===== src/rtl/tdp_ram_pkg.sv =====
// Shared constants for the true dual-port RAM.
//   RD_FIRST / WR_FIRST : values of the RD_MODE parameter (cross-port read-during-write).
//   clr_state_e         : encoding of the clear sequencer states.
package tdp_ram_pkg;

  localparam int unsigned RD_FIRST = 0;
  localparam int unsigned WR_FIRST = 1;

  typedef enum logic [0:0] {
    StIdle  = 1'b0,
    StClear = 1'b1
  } clr_state_e;

endpackage


===== src/rtl/tdp_ram_clear_fsm.sv =====
// Clear sequencer: on clear_req walks addresses 0..DEPTH-1, one per cycle, and
// strobes a zero write for each one.
//   clk, rst   : clock, asynchronous active-high reset
//   clear_req  : start a clear (ignored while busy)
//   busy       : clear in progress (ports must be blocked)
//   clr_addr   : address being cleared this cycle
//   clr_we     : write zero to clr_addr at the next edge
//   clear_done : one-cycle pulse after the last address is cleared
module tdp_ram_clear_fsm
  import tdp_ram_pkg::*;
#(
  parameter int unsigned ADDR_WIDTH = 4,
  parameter int unsigned DEPTH      = 16
) (
  input  logic                  clk,
  input  logic                  rst,
  input  logic                  clear_req,
  output logic                  busy,
  output logic [ADDR_WIDTH-1:0] clr_addr,
  output logic                  clr_we,
  output logic                  clear_done
);

  localparam logic [ADDR_WIDTH-1:0] LAST_ADDR = ADDR_WIDTH'(DEPTH - 1);

  clr_state_e            state_q, state_d;
  logic [ADDR_WIDTH-1:0] cnt_q, cnt_d;
  logic                  done_q, done_d;

  always_comb begin
    state_d = state_q;
    cnt_d   = cnt_q;
    done_d  = 1'b0;
    unique case (state_q)
      StIdle: begin
        if (clear_req) begin
          state_d = StClear;
          cnt_d   = '0;
        end
      end
      StClear: begin
        if (cnt_q == LAST_ADDR) begin
          state_d = StIdle;
          done_d  = 1'b1;
        end else begin
          cnt_d = cnt_q + 1'b1;
        end
      end
      default: state_d = StIdle;
    endcase
  end

  always_ff @(posedge clk or posedge rst) begin
    if (rst) begin
      state_q <= StIdle;
      cnt_q   <= '0;
      done_q  <= 1'b0;
    end else begin
      state_q <= state_d;
      cnt_q   <= cnt_d;
      done_q  <= done_d;
    end
  end

  assign busy       = (state_q == StClear);
  assign clr_we     = busy;
  assign clr_addr   = cnt_q;
  assign clear_done = done_q;

endmodule


===== src/rtl/true_dual_port_ram.sv =====
// True dual-port RAM with byte enables, bulk clear and write/write collision flag.
//   clk, rst                       : clock, asynchronous active-high reset
//   en_x, we_x, addr_x, wdata_x,
//   wbe_x                          : port x request (x = a, b)
//   rdata_x, rvalid_x              : registered read data, one-cycle valid pulse
//   clear_req, busy, clear_done    : bulk clear request / in progress / finished pulse
//   coll                           : pulse after both ports wrote the same address
module true_dual_port_ram
  import tdp_ram_pkg::*;
#(
  parameter int unsigned DATA_WIDTH = 8,
  parameter int unsigned ADDR_WIDTH = 4,
  parameter int unsigned DEPTH      = 16,
  parameter int unsigned RD_MODE    = RD_FIRST
) (
  input  logic                    clk,
  input  logic                    rst,
  input  logic                    en_a,
  input  logic                    we_a,
  input  logic [ADDR_WIDTH-1:0]   addr_a,
  input  logic [DATA_WIDTH-1:0]   wdata_a,
  input  logic [DATA_WIDTH/8-1:0] wbe_a,
  output logic [DATA_WIDTH-1:0]   rdata_a,
  output logic                    rvalid_a,
  input  logic                    en_b,
  input  logic                    we_b,
  input  logic [ADDR_WIDTH-1:0]   addr_b,
  input  logic [DATA_WIDTH-1:0]   wdata_b,
  input  logic [DATA_WIDTH/8-1:0] wbe_b,
  output logic [DATA_WIDTH-1:0]   rdata_b,
  output logic                    rvalid_b,
  input  logic                    clear_req,
  output logic                    busy,
  output logic                    clear_done,
  output logic                    coll
);

  localparam int unsigned NB    = DATA_WIDTH / 8;
  localparam int unsigned IDX_W = (DEPTH > 1) ? $clog2(DEPTH) : 1;
  localparam logic [ADDR_WIDTH:0] DEPTH_W = (ADDR_WIDTH + 1)'(DEPTH);

  function automatic logic [DATA_WIDTH-1:0] merge_bytes(input logic [DATA_WIDTH-1:0] old_w,
                                                        input logic [DATA_WIDTH-1:0] new_w,
                                                        input logic [NB-1:0]         be);
    logic [DATA_WIDTH-1:0] r;
    r = old_w;
    for (int i = 0; i < NB; i++) begin
      if (be[i]) r[8*i +: 8] = new_w[8*i +: 8];
    end
    return r;
  endfunction

  logic [DATA_WIDTH-1:0] mem [DEPTH];

  logic                  clr_we;
  logic [ADDR_WIDTH-1:0] clr_addr;

  tdp_ram_clear_fsm #(
    .ADDR_WIDTH (ADDR_WIDTH),
    .DEPTH      (DEPTH)
  ) u_clear_fsm (
    .clk        (clk),
    .rst        (rst),
    .clear_req  (clear_req),
    .busy       (busy),
    .clr_addr   (clr_addr),
    .clr_we     (clr_we),
    .clear_done (clear_done)
  );

  logic             in_a, in_b, same_addr;
  logic             rd_a, rd_b, wr_a, wr_b, wr_b_kept;
  logic [IDX_W-1:0] idx_a, idx_b, idx_clr;

  assign in_a      = ({1'b0, addr_a} < DEPTH_W);
  assign in_b      = ({1'b0, addr_b} < DEPTH_W);
  assign same_addr = (addr_a == addr_b);
  assign idx_a     = addr_a[IDX_W-1:0];
  assign idx_b     = addr_b[IDX_W-1:0];
  assign idx_clr   = clr_addr[IDX_W-1:0];

  // Out-of-range reads are still accepted (they return zero); out-of-range writes are dropped.
  assign rd_a      = en_a & ~we_a & ~busy;
  assign rd_b      = en_b & ~we_b & ~busy;
  assign wr_a      = en_a & we_a & ~busy & in_a;
  assign wr_b      = en_b & we_b & ~busy & in_b;
  // Port A owns the whole word on a same-address write/write.
  assign wr_b_kept = wr_b & ~(wr_a & same_addr);

  always_ff @(posedge clk) begin
    if (clr_we) begin
      mem[idx_clr] <= '0;
    end else begin
      if (wr_a)      mem[idx_a] <= merge_bytes(mem[idx_a], wdata_a, wbe_a);
      if (wr_b_kept) mem[idx_b] <= merge_bytes(mem[idx_b], wdata_b, wbe_b);
    end
  end

  logic [DATA_WIDTH-1:0] rd_word_a, rd_word_b;

  always_comb begin
    rd_word_a = '0;
    if (in_a) begin
      rd_word_a = mem[idx_a];
      if ((RD_MODE == WR_FIRST) && wr_b_kept && same_addr) begin
        rd_word_a = merge_bytes(rd_word_a, wdata_b, wbe_b);
      end
    end
  end

  always_comb begin
    rd_word_b = '0;
    if (in_b) begin
      rd_word_b = mem[idx_b];
      if ((RD_MODE == WR_FIRST) && wr_a && same_addr) begin
        rd_word_b = merge_bytes(rd_word_b, wdata_a, wbe_a);
      end
    end
  end

  logic [DATA_WIDTH-1:0] rdata_a_q, rdata_b_q;
  logic                  rvalid_a_q, rvalid_b_q, coll_q;

  always_ff @(posedge clk or posedge rst) begin
    if (rst) begin
      rdata_a_q  <= '0;
      rdata_b_q  <= '0;
      rvalid_a_q <= 1'b0;
      rvalid_b_q <= 1'b0;
      coll_q     <= 1'b0;
    end else begin
      rvalid_a_q <= rd_a;
      rvalid_b_q <= rd_b;
      coll_q     <= wr_a & wr_b & same_addr;
      if (rd_a) rdata_a_q <= rd_word_a;
      if (rd_b) rdata_b_q <= rd_word_b;
    end
  end

  assign rdata_a  = rdata_a_q;
  assign rdata_b  = rdata_b_q;
  assign rvalid_a = rvalid_a_q;
  assign rvalid_b = rvalid_b_q;
  assign coll     = coll_q;

endmodule


===== config.mk =====
export PLATFORM = sky130hd
export DESIGN_NAME = true_dual_port_ram
export DESIGN_NICKNAME = d
export VERILOG_FILES = /design/src/rtl/tdp_ram_pkg.sv /design/src/rtl/tdp_ram_clear_fsm.sv /design/src/rtl/true_dual_port_ram.sv
export SDC_FILE = /design/constraint.sdc
export NUM_CORES = 1
export LEC_CHECK = 0
export ABC_AREA = 1
export ABC_CLOCK_PERIOD_IN_PS = 5920
export CAP_MARGIN = 40
export CORE_UTILIZATION = 40
export CTS_CLUSTER_DIAMETER = 30
export DETAILED_ROUTE_END_ITERATION = 8
export RECOVER_POWER = 50
export SYNTH_ARGS = -nofsm -noshare
export SYNTH_HDL_FRONTEND = slang
export SYNTH_HIERARCHICAL = 1
export SYNTH_SLANG_ARGS = --single-unit

===== constraint.sdc =====
create_clock -name clk -period 5.92 [get_ports clk]
set_input_delay 0.592 -clock clk [delete_from_list [all_inputs] [get_ports clk]]
set_output_delay 0.592 -clock clk [all_outputs]
set_load 0.005 [all_outputs]

==> results of run 1 <==
[metrics by stage]
step	total power (uW)	cells	cell area (sq um)	setup slack [ns]	hold WS, ns
finish	3620	1884	12100	1.30	0.458
global route	3750	1884	12100	1.24	0.495
CTS	3620	1884	12300	2.63	0.369
detailed placement	2580	1852	11700	2.15	0.479
global placement	2530	1825	11400	1.95	0.472
floorplan	2120	1525	10900	3.38	0.383
[final timing paths]
kind	slack [ns]	endpoint
max	1.30	mem[13][1]
min	0.46	coll
max reg2reg	2.56	mem[11][0]
min reg2reg	0.48	rdata_b[4]
max in group asynchronous	4.13	rdata_a[0]
min in group clk	0.48	rdata_b[4]
[cell usage in the layout, fill, tap and decap left out, drive strengths merged]
master	instances
nand4	18
o21ai	54
clkinv	8
o211ai	1
clkdlybuf4s50	28
clkbuf	25
nor3	1
buf	35
or2	9
xnor2	1
inv	111
nand3	367
o21a	16
dlygate4sd3	23
nor2	57
ha	1
edfxtp	128
clkinvlp	1
dfrtp	25
nand2	640
[flip-flops by register name (all words and copies together) (netlist names)]
name / count
rvalid_a: 1
rdata_a: 8
rvalid_b: 1
u_clear_fsm/clr_addr: 4
coll: 1
u_clear_fsm/busy: 1
u_clear_fsm/clear_done: 1
rdata_b: 8
mem: 128
[synthesized netlist by cell type]
| master | number | area [sq um] |
|---|---|---|
| nand2_2 | 9 | 56.3 |
| nand4_4 | 9 | 191 |
| nor2_1 | 38 | 143 |
| dfrtp_1 | 25 | 626 |
| o21a_1 | 16 | 120 |
| inv_2 | 10 | 37.5 |
| o21ai_1 | 5 | 25.0 |
| buf_12 | 1 | 20.0 |
| or2_1 | 2 | 12.5 |
| nand3_4 | 2 | 35.0 |
| clkinv_1 | 2 | 7.51 |
| inv_1 | 95 | 357 |
| nand4_2 | 7 | 87.6 |
| buf_1 | 16 | 60.1 |
| o211ai_1 | 1 | 7.51 |
| clkbuf_1 | 17 | 63.8 |
| nand3_1 | 361 | 1810 |
| nand4_1 | 2 | 12.5 |
| nand2_1 | 629 | 2360 |
| edfxtp_1 | 128 | 3840 |
| buf_4 | 30 | 225 |
| nor2_4 | 13 | 146 |
| buf_6 | 4 | 45.0 |
| ha_1 | 1 | 12.5 |
| nor3_1 | 1 | 5.00 |
| xnor2_1 | 1 | 8.76 |
| nand2_4 | 2 | 22.5 |
| buf_2 | 32 | 160 |
| nor2_2 | 6 | 37.5 |
| nand3_2 | 4 | 40.0 |
| or2_2 | 7 | 43.8 |
| o21ai_0 | 49 | 245 |
[cells by family (layout without fill, tap and decap cells)]
logic type	after synthesis	count (layout)	share of synthesized area
buffers and inverters	207	231	0.0898
xor gates and xnor gates	1	1	0.000806
and+or+nand+nor	1092	1092	0.460
adders and majority gates	1	1	0.00115
DFF	153	153	0.411
AOI/OAI and AO/OA	71	71	0.0366
[power by group through the flow]
| stage | Sequential [uW] | Clock, uW | Combinational [uW] |
|---|---|---|---|
| floorplan | 1520 | 0 | 600 |
| global placement | 1540 | 0 | 984 |
| detailed placement | 1550 | 0 | 1030 |
| CTS | 1520 | 1060 | 1030 |
| global route | 1550 | 1100 | 1100 |
| finish | 1520 | 1070 | 1030 |
[cell type report]
| type | count | area, sq um |
|---|---|---|
| Fill cell | 2692 | 14300 |
| Multi-Input combinational cell | 1165 | 5320 |
| Sequential cell | 153 | 4470 |
| Timing Repair Buffer | 92 | 910 |
| Clock buffer | 19 | 464 |
| Tap cell | 335 | 419 |
| Inverter | 107 | 402 |
| Clock inverter | 13 | 106 |
[routing by layer]
layer  vias to the layer above  part of all wire
li1                       5037                 -
met1                      5120              0.38
met2                       811              0.44
met3                       183              0.12
met4                         0             0.057
met5                         -                 0
==> results.cfg, run 1 <==
[grt]
grt_use_met2 = 0.497
busiest_layer = met2
grt_max_degree = 83
grt_pass1_vias = 10259
grtUsageMet1 = 0.418
grtUsageTotal = 0.320
grt_use_met3 = 0.0696
grt_pass1_wl_um = 64300
grt-ovfl-total = 0
antenna_found_initial = 0

[power]
p_int_uw = 2320
leakagePower_uw = 0.00575
p_sw_uw = 1300
ir_worst_vdd_v = 0.000161
pwr-share-comb = 0.284
powerDensity_nw_per_um2 = 299
p_sw_frac = 0.358
pwr-share-clk = 0.295
p_seq_frac = 0.420

[critical_path]
cp_top_family = buffers and inverters
critPathBufInv = 3
crit_required_ns = 6.03
path_common_cell = clkbuf_1
critPathLaunch = addr_b[0]
critical_path_class = input port to flip-flop
cp.arrival_ns = 4.72
r2r_start = u_clear_fsm/busy
end_kind = flip-flop
cp_max_fo = 41
cp-start-kind = input port
slowest_stage = clkbuf_1
r2r_cells = 8
crit_path_max_incr_delay_ns = 1.47
cp_cell_sequence = clkbuf_1 -> inv_2 -> nor2_4 -> nand4_1 -> o21ai_0 -> clkbuf_1
path_depth = 6

[logic_synthesis]
yosysSeqAreaShare = 0.411
synth_cells = 1525
syn-cell-area_sq_um = 10900
synth_seq_cells = 153
synthesis.nets = 1559
yosys_warnings = 6
yosysUniqueCellTypes = 32
syn_area_per_cell_sq_um = 7.12

[detailed_routing]
drtIter0Drc = 1449
antenna_left = 0
firstDrtPassIters = 6
wire_per_inst_um = 23.3
vias = 11151
wl_um = 44000
drc = 0
via_per_inst = 5.92

[clock_network]
cts_tree = built
clock_sinks = 153
postCtsHoldBufs = 0
clk_latency_ns = 0.45
post_cts_buffers = 0
clockBufferDepth = 2
numCtsBuffers = 17
cts_root_buf = clkbuf_16
clk_pin_slew_worst_paths_ns = 0.07
cts_max_level = 4
cts.repair.resized = 0

[die]
start_util = 0.412
core.rowCount = 59
fp.dieH_um = 167
core_area_sq_um = 26400
die_w_um = 167
io_pins = 54
die_area_sq_um = 27800

[sta]
period_needed_ns = 4.62
rsz0062_at_grt = no
min_period_over_period = 0.780
max_freq_mhz = 217
setup_viol = 0
hold_viol_final = 0
worst_pin_slew_ns = 2.11
drv_slew = 37
max_slew_margin = -0.404
setup_tns_ns = 0
skew_ns = 0.0121

[layout]
finish.utilization = 0.459
diodes = 0
area_delta_synth_final_pct = 11.3
final_nets = 1570
layout-drive-gt1-share = 0.0846

[flow_run]
cap_viol_max_count = 1

[placed_design]
dpl.hpwl_um = 29900
gp_congestion = 1.00
io_buffers = 53

[worst_hold_path]
hold_class = input port to asynchronous set/reset pin

[run_status]
violations = capacitance limit, slew limit
status = finished with violations
Power figures use the tool's default switching activity.
==> run 2: changes to the inputs <==
--- a/config.mk
+++ b/config.mk
@@ -6,7 +6,7 @@
 export NUM_CORES = 1
 export LEC_CHECK = 0
 export ABC_AREA = 1
-export ABC_CLOCK_PERIOD_IN_PS = 5920
+export ABC_CLOCK_PERIOD_IN_PS = 3790
 export CAP_MARGIN = 40
 export CORE_UTILIZATION = 40
 export CTS_CLUSTER_DIAMETER = 30
==> constraint.sdc (replaced) <==
create_clock -name clk -period 3.79 [get_ports clk]
set_input_delay 0.379 -clock clk [delete_from_list [all_inputs] [get_ports clk]]
set_output_delay 0.379 -clock clk [all_outputs]
set_load 0.005 [all_outputs]
==> run 2 against run 1 <==
Compared with the run above: the flow now finishes without violations; clock skew shrank 0.00071 ns; sequential share of layout area grew 0.19 points; non-clock buffer count grew 6; worst setup slack lost 0.72 ns; via count shrank 0.14%; highest routed layer unchanged; largest power group unchanged.
==> results.cfg, run 2 (synthesized netlist as in run 1, its figures left out) <==
[sta]
setup_viol = 0
worst_pin_slew_ns = 1.21
max_slew_margin = 0.196
hold_viol_final = 0
period_needed_ns = 3.20
rsz0062_at_grt = no
setup_tns_ns = 0
min_period_over_period = 0.845
max_freq_mhz = 312
drv_slew = 0
skew_ns = 0.0114

[clock_network]
cts.repair.resized = 0
clock_sinks = 153
clockBufferDepth = 2
cts_root_buf = clkbuf_16
cts_tree = built
post_cts_buffers = 0
clk_latency_ns = 0.44
numCtsBuffers = 17
postCtsHoldBufs = 0
cts_max_level = 4
clk_pin_slew_worst_paths_ns = 0.07

[grt]
grt-ovfl-total = 0
grtUsageTotal = 0.328
antenna_found_initial = 0
grt_max_degree = 83
grt_pass1_vias = 10081
grt_pass1_wl_um = 65900

[detailed_routing]
drc = 0
vias = 11135
via_per_inst = 5.89
antenna_left = 0
drtIter0Drc = 1904
wire_per_inst_um = 23.8
firstDrtPassIters = 7
wl_um = 45000

[die]
die_area_sq_um = 27800
core_area_sq_um = 26400
start_util = 0.412
io_pins = 54
fp.dieH_um = 167
die_w_um = 167
core.rowCount = 59

[critical_path]
crit_path_max_incr_delay_ns = 0.77
crit_required_ns = 4.10
slowest_stage = inv_1
cp.arrival_ns = 3.51
cp-start-kind = input port
cp_cell_sequence = clkdlybuf4s50_1 -> inv_1 -> nand2_1 -> nand2_1 -> nor2_1 -> nand3_2 -> nand3_1 -> nor2_2 -> nand3_1 -> nand2_1
end_kind = flip-flop
critical_path_class = input port to flip-flop
cp_max_fo = 27
path_common_cell = nand2_1

[run_status]
status = finished, final reports clean

[layout]
final_common_cell = nand2_1
largest_reg_flops = 128
area_delta_synth_final_pct = 10.7
diodes = 0
final_cell_mix = nand2_1 (631), nand3_1 (363), edfxtp_1 (128)
final_nets = 1576
layout-drive-gt1-share = 0.0823
top_register = mem

[flow_run]
cap_viol_max_count = 0

[placed_design]
dpl.hpwl_um = 28700
gp_congestion = 1.03
io_buffers = 53

[power]
ir_worst_vdd_v = 0.000245
report.power.total_uw = 5700
leakagePower_uw = 0.00574
powerDensity_nw_per_um2 = 474

[worst_hold_path]
hold_class = input port to asynchronous set/reset pin
## run 2: path summary, 6_finish.rpt
kind	to	slack (ns)	depth (start not counted)	start
max in group asynchronous	rdata_a[7]	2.22	3	rst
min in group clk	rdata_b[2]	0.48	1	rdata_b[2]
min	coll	0.25	2	rst
max	mem[0][7]	0.59	10	addr_b[1]
min reg2reg	rdata_b[2]	0.48	1	rdata_b[2]
max reg2reg	mem[0][7]	1.07	7	u_clear_fsm/busy
## run 2: stage by stage
stage                     utilization  setup slack [ns]  hold slack, ns  area (sq um)  instances
after global placement          0.439             0.577           0.474         11600       1856
after detailed placement        0.441             0.586           0.479         11600       1858
after CTS                       0.462              1.04           0.158         12200       1890
final                           0.457             0.587           0.252         12000       1890
after floorplan                     -              1.29           0.170         10900       1525
after global routing            0.457             0.475           0.262         12000       1890
## run 2: where the power goes
group	switching, uW	internal, uW	leakage [uW]	total (uW)
logic	1090	520	0.00399	1610
clock network	789	917	0.000268	1710
registers	190	2190	0.00148	2380
total	2070	3630	0.00574	5700
## run 2: metal layers
metal  global-route usage  share of wire
met3               0.0779           0.15
met5                    0              0
met2                0.482           0.43
met1                0.453           0.38
met4                0.154          0.048
## run 2: worst max-delay path, delay by kind of cell
kind	cells	cell delay, ns
buffers and inverters	2	1.23
AND/OR/NAND/NOR	8	1.87
## run 2: final cells by class
class | instances | area, sq um
Timing Repair Buffer | 98 | 867
Clock inverter | 15 | 141
Sequential cell | 153 | 4470
Multi-Input combinational cell | 1165 | 5310
Tap cell | 335 | 419
Inverter | 107 | 402
Clock buffer | 17 | 425
Fill cell | 2663 | 14300
==> run 3: changes to the inputs <==
--- a/config.mk
+++ b/config.mk
@@ -6,7 +6,7 @@
 export NUM_CORES = 1
 export LEC_CHECK = 0
 export ABC_AREA = 1
-export ABC_CLOCK_PERIOD_IN_PS = 3790
+export ABC_CLOCK_PERIOD_IN_PS = 2600
 export CAP_MARGIN = 40
 export CORE_UTILIZATION = 40
 export CTS_CLUSTER_DIAMETER = 30
==> constraint.sdc (replaced) <==
create_clock -name clk -period 2.6 [get_ports clk]
set_input_delay 0.26 -clock clk [delete_from_list [all_inputs] [get_ports clk]]
set_output_delay 0.26 -clock clk [all_outputs]
set_load 0.005 [all_outputs]
==> run 3 against run 2 <==
Compared with the run above: flip-flop and latch count did not move; clock skew up 0.0016 ns; die area did not move; clock power increased by 43%; design area up 7.4%; global-route usage decreased by 1.4 points; via count is 1.2% higher; hold slack got worse by 0.13 ns; largest power group unchanged; power up 51%; highest routed layer unchanged; largest cell class unchanged; worst setup slack worse by 0.38 ns.
==> results.cfg, run 3 (synthesized netlist as in run 1, its figures left out) <==
[run_status]
status = finished, final reports clean

[critical_path]
crit_required_ns = 2.91
reg2reg_slack_ns = 0.24
cp_max_fo = 12
critical_path_class = input port to flip-flop
cp.arrival_ns = 2.70
end_kind = flip-flop
cp-start-kind = input port

[sta]
setup_viol = 0
skew_ns = 0.0129
period_needed_ns = 2.40
max_freq_mhz = 417
drv_slew = 0
min_period_over_period = 0.922
worst_pin_slew_ns = 1.22
rsz0062_at_grt = no
max_slew_margin = 0.186
fin_hold_ws_ns = 0.122
hold_viol_final = 0

[die]
core_area_sq_um = 26400
fp.dieH_um = 167
die_area_sq_um = 27800
die_w_um = 167
core.rowCount = 59
start_util = 0.412
io_pins = 54

[clock_network]
numCtsBuffers = 17
cts.repair.resized = 0
clk_latency_ns = 0.44
cts_root_buf = clkbuf_16
clockBufferDepth = 2
cts_tree = built
clk_pin_slew_worst_paths_ns = 0.07
postCtsHoldBufs = 0
cts_max_level = 4
post_cts_buffers = 0
clock_sinks = 153

[detailed_routing]
wl_um = 42800
antenna_left = 0
wire_per_inst_um = 21.9
drtIter0Drc = 1466
via_per_inst = 5.76
drc = 0
firstDrtPassIters = 6
vias = 11265

[placed_design]
gp_congestion = 1.03
io_buffers = 53
dpl.hpwl_um = 28500
place_inst = 1925

[layout]
final_nets = 1643
area_delta_synth_final_pct = 19.0
top_register = mem
instances_no_fill = 1957
largest_reg_flops = 128
diodes = 0
layout-drive-gt1-share = 0.123
final_cell_mix = nand2_1 (631), nand3_1 (362), edfxtp_1 (128)
final_common_cell = nand2_1

[grt]
grt-ovfl-total = 0
grt_pass1_vias = 10681
grt_pass1_wl_um = 64100
grtUsageTotal = 0.313
antenna_found_initial = 0
grt_max_degree = 94

[flow_run]
cap_viol_max_count = 0

[worst_hold_path]
hold_class = input port to asynchronous set/reset pin

[power]
leakagePower_uw = 0.00618
ir_worst_vdd_v = 0.000438
powerDensity_nw_per_um2 = 664
-- run 3: final timing paths --
kind                                  start    endpoint  cells after the start
min                                     rst        coll                      2
min in group clk                 rdata_b[4]  rdata_b[4]                      1
max in group asynchronous               rst  rdata_a[7]                      3
min reg2reg                      rdata_b[4]  rdata_b[4]                      1
max reg2reg                u_clear_fsm/busy   mem[2][5]                      8
max                               addr_a[1]   mem[2][5]                     11
-- run 3: power by group --
part | leakage (uW) | internal (uW) | switching (uW)
sequential | 0.00148 | 3190 | 245
combinational | 0.00444 | 1070 | 1630
clock | 0.000262 | 1350 | 1100
total | 0.00618 | 5610 | 2970
-- run 3: worst max-delay path, stage by stage --
cell and delay (ns):
clkdlybuf4s50_1 0.48, inv_2 0.34, nand2_1 0.08, nand2_1 0.08
nor2_1 0.05, nand3_2 0.11, buf_12 0.16, nand3_4 0.14
nor2_1 0.72, nand3_1 0.14, nand2_1 0.12
-- run 3: metrics by stage --
| step | setup slack (ns) | TNS (ns) | total power [uW] | utilization | cell area, sq um |
|---|---|---|---|---|---|
| after detailed placement | -0.0686 | -0.870 | 6230 | 0.473 | 12500 |
| after global routing | 0.0959 | 0 | 8960 | 0.490 | 12900 |
| after CTS | 0.288 | 0 | 8640 | 0.494 | 13000 |
| after floorplan | 0.104 | 0 | 4820 | - | 10900 |
| final | 0.203 | 0 | 8580 | 0.490 | 12900 |
| after global placement | -0.0342 | -0.294 | 6180 | 0.472 | 12400 |
-- run 3: per-layer routing --
metal | share of wire | wire [um] | GRT usage | vias to the layer above
li1 | - | - | - | 5187
met1 | 0.40 | 17300 | 0.408 | 5260
met2 | 0.45 | 19300 | 0.498 | 700
met3 | 0.098 | 4210 | 0.0618 | 118
met4 | 0.046 | 1970 | 0.153 | 0
met5 | 0 | 0 | 0 | -
-- run 3: final cells by class --
type	instances	area, sq um
Fill cell	2590	13400
Clock buffer	20	447
Inverter	107	402
Timing Repair Buffer	165	1670
Clock inverter	12	113
Sequential cell	153	4470
Multi-Input combinational cell	1165	5410
Tap cell	335	419
==> variant, RTL diff (config.mk and constraints of run 2) <==
Set the package constant `RD_FIRST` to 1 (it was 0).
--- a/src/rtl/tdp_ram_pkg.sv
+++ b/src/rtl/tdp_ram_pkg.sv
@@ -3,7 +3,7 @@
 //   clr_state_e         : encoding of the clear sequencer states.
 package tdp_ram_pkg;
 
-  localparam int unsigned RD_FIRST = 0;
+  localparam int unsigned RD_FIRST = 1;
   localparam int unsigned WR_FIRST = 1;
 
   typedef enum logic [0:0] {
Formal check against the unedited RTL: not equivalent (Yosys sat finds a counterexample within 4 cycles, from zero or initial values and one cycle with rst high).
==> variant against run 2 <==
Via count decreased by 3.9%; critical path type unchanged; synthesized area decreased by 0.30%; design area decreased by 0.83%; sequential cell count unchanged; setup slack got worse by 47 ps; wire length decreased by 14%; total power decreased by 0.22%; critical endpoint is now mem[15][2]; largest power group unchanged.
==> variant: results (changes against run 2) <==
fill cell count 2716 (was 2663); CTS buffer count 17 (unchanged); status complete, no violations (unchanged); initial drt markers 1442 (was 1904); Initial DRT Pass Iterations 6 (was 7); PortBufs 53 (unchanged); Syn Nets 1567 (was 1559); r2r worst-path depth 8 (was 7); slowest CP cell nor2_1 (was inv_1); Peak VDD IR 0.302 mV (was 0.245 mV); initial antenna violation count 2 (was 0); Area contributors post-synth edfxtp_1 35%, nand2_1 22%, nand3_1 12% (was edfxtp_1 35%, nand2_1 22%, nand3_1 17%); first-pass GRT wire length 58900 µm (was 65900 µm); Worst EP arrival 3390 ps (was 3510 ps); sequential-to-total area share from yosys stat 41.3% (was 41.1%); via/cell ratio 5.59 (was 5.89); wirelength, routed 38800 µm (was 45000 µm); PostCTS Resize Cnt 0 (unchanged); Post-synth top cells 627 x nand2_1, 249 x nand3_1, 135 x inv_1 (was 629 x nand2_1, 361 x nand3_1, 128 x edfxtp_1); max incr delay on CP between 700 and 800 ps; leak pwr 5.65 nW (was 5.74 nW); CP max FO 17 (was 27); Max-slew headroom 20.9% (was 19.6%); Worst-Skew Late Latency 440 ps (about the same); vias 10.7k (was 11.1k); Yosys cell types 35 (was 32); max FFs per register 128 (unchanged); Syn Area/Cell 7.07 µm² (was 7.12 µm²); Max Clock Skew 14.1 ps (was 11.4 ps); Post-CTS Setup Bufs 0 (unchanged); Post-synth EDFFs 128 (unchanged); gr usage total 28.2% (was 32.8%); Cells after DPL 1881 (was 1858); ys flop type edfxtp_1 (unchanged); most frequent cell after synthesis nand2_1 (unchanged); largest net degree at the start of global routing 82 (was 83); Placer Congestion 0.986 (was 1.03); fraction of layout cells with a size suffix above 1 8.17% (was 8.23%); Clock Tree Root clkbuf_16 (unchanged); DP HPWL 27400 µm (was 28700 µm); Biggest register mem (unchanged); Hold Path Class primary input to asynchronous set/reset pin (unchanged); vias in the first global route 9835 (was 10.1k); cell family with most CP delay buffers and inverters (was simple AND/OR/NAND/NOR gates)
==> variant: cell count changes after synthesis, moves of 15 or more <==
| cell | run 2 | this run |
|---|---|---|
| o21a_1 | 16 | 1 |
| buf_6 | 4 | 20 |
| nor2_1 | 38 | 64 |
| buf_4 | 30 | 13 |
| nand3_1 | 361 | 249 |
| inv_1 | 95 | 135 |
| a21boi_0 | 0 | 15 |
| o21ai_1 | 5 | 37 |
==> variant: path summary, 6_finish.rpt <==
kind	to	slack, ps	from
worst max-delay path	mem[15][2]	540	addr_a[2]
worst min-delay path	u_clear_fsm/busy	310	rst
worst max register to register	mem[15][2]	690	u_clear_fsm/busy
worst min register to register	rdata_a[2]	510	rdata_a[2]
max in group asynchronous	rdata_b[5]	2260	rst
min in group clk	rdata_a[2]	510	rdata_a[2]
==> variant: final cells by class <==
class	count	area, µm²	area share (%)
Sequential cell	153	4470	37.5
Multi-Input combinational cell	1142	5090	42.6
Tap cell	335	419	3.51
Inverter	157	613	5.14
Timing Repair Buffer	94	773	6.48
Clock buffer	17	425	3.57
Antenna cell	1	2.50	0.0210
Clock inverter	15	143	1.20
==> variant: routing by layer <==
layer / global-route usage, % / wire length [µm]
met5: 0 / 9
met4: 10.3 / 1150
met3: 5.94 / 3870
met2: 43.7 / 17400
met1: 38.7 / 16300
==> variant: power breakdown <==
group	leakage [nW]	switching (mW)	internal, mW	total (mW)
Combinational	3.90	1.09	0.549	1.64
Sequential	1.48	0.169	2.19	2.36
Clock	0.265	0.778	0.915	1.69
Total	5.65	2.04	3.65	5.69
==> variant: cells by family (layout without fill, tap and decap cells) <==
family | after synthesis | in the layout | synth area share (%)
buffers and inverters | 238 | 283 | 10.9
AND/OR/NAND/NOR | 1007 | 1007 | 40.9
adder cells (fa/ha/maj) | 1 | 1 | 0.115
flip-flops | 153 | 153 | 41.3
AO/OA/AOI/OAI | 134 | 134 | 6.79
other | 0 | 1 | 0
==> variant: per-stage QoR <==
step	utilization [%]	setup WS, ps	total power, mW	area [µm²]	hold WS (ps)
floorplan	-	1340	3.33	10800	170
global placement	43.7	651	4.04	11500	499
detailed placement	43.9	639	4.07	11500	501
CTS	46.0	1020	5.74	12100	188
global route	45.4	448	5.93	11900	344
finish	45.4	540	5.69	11900	306
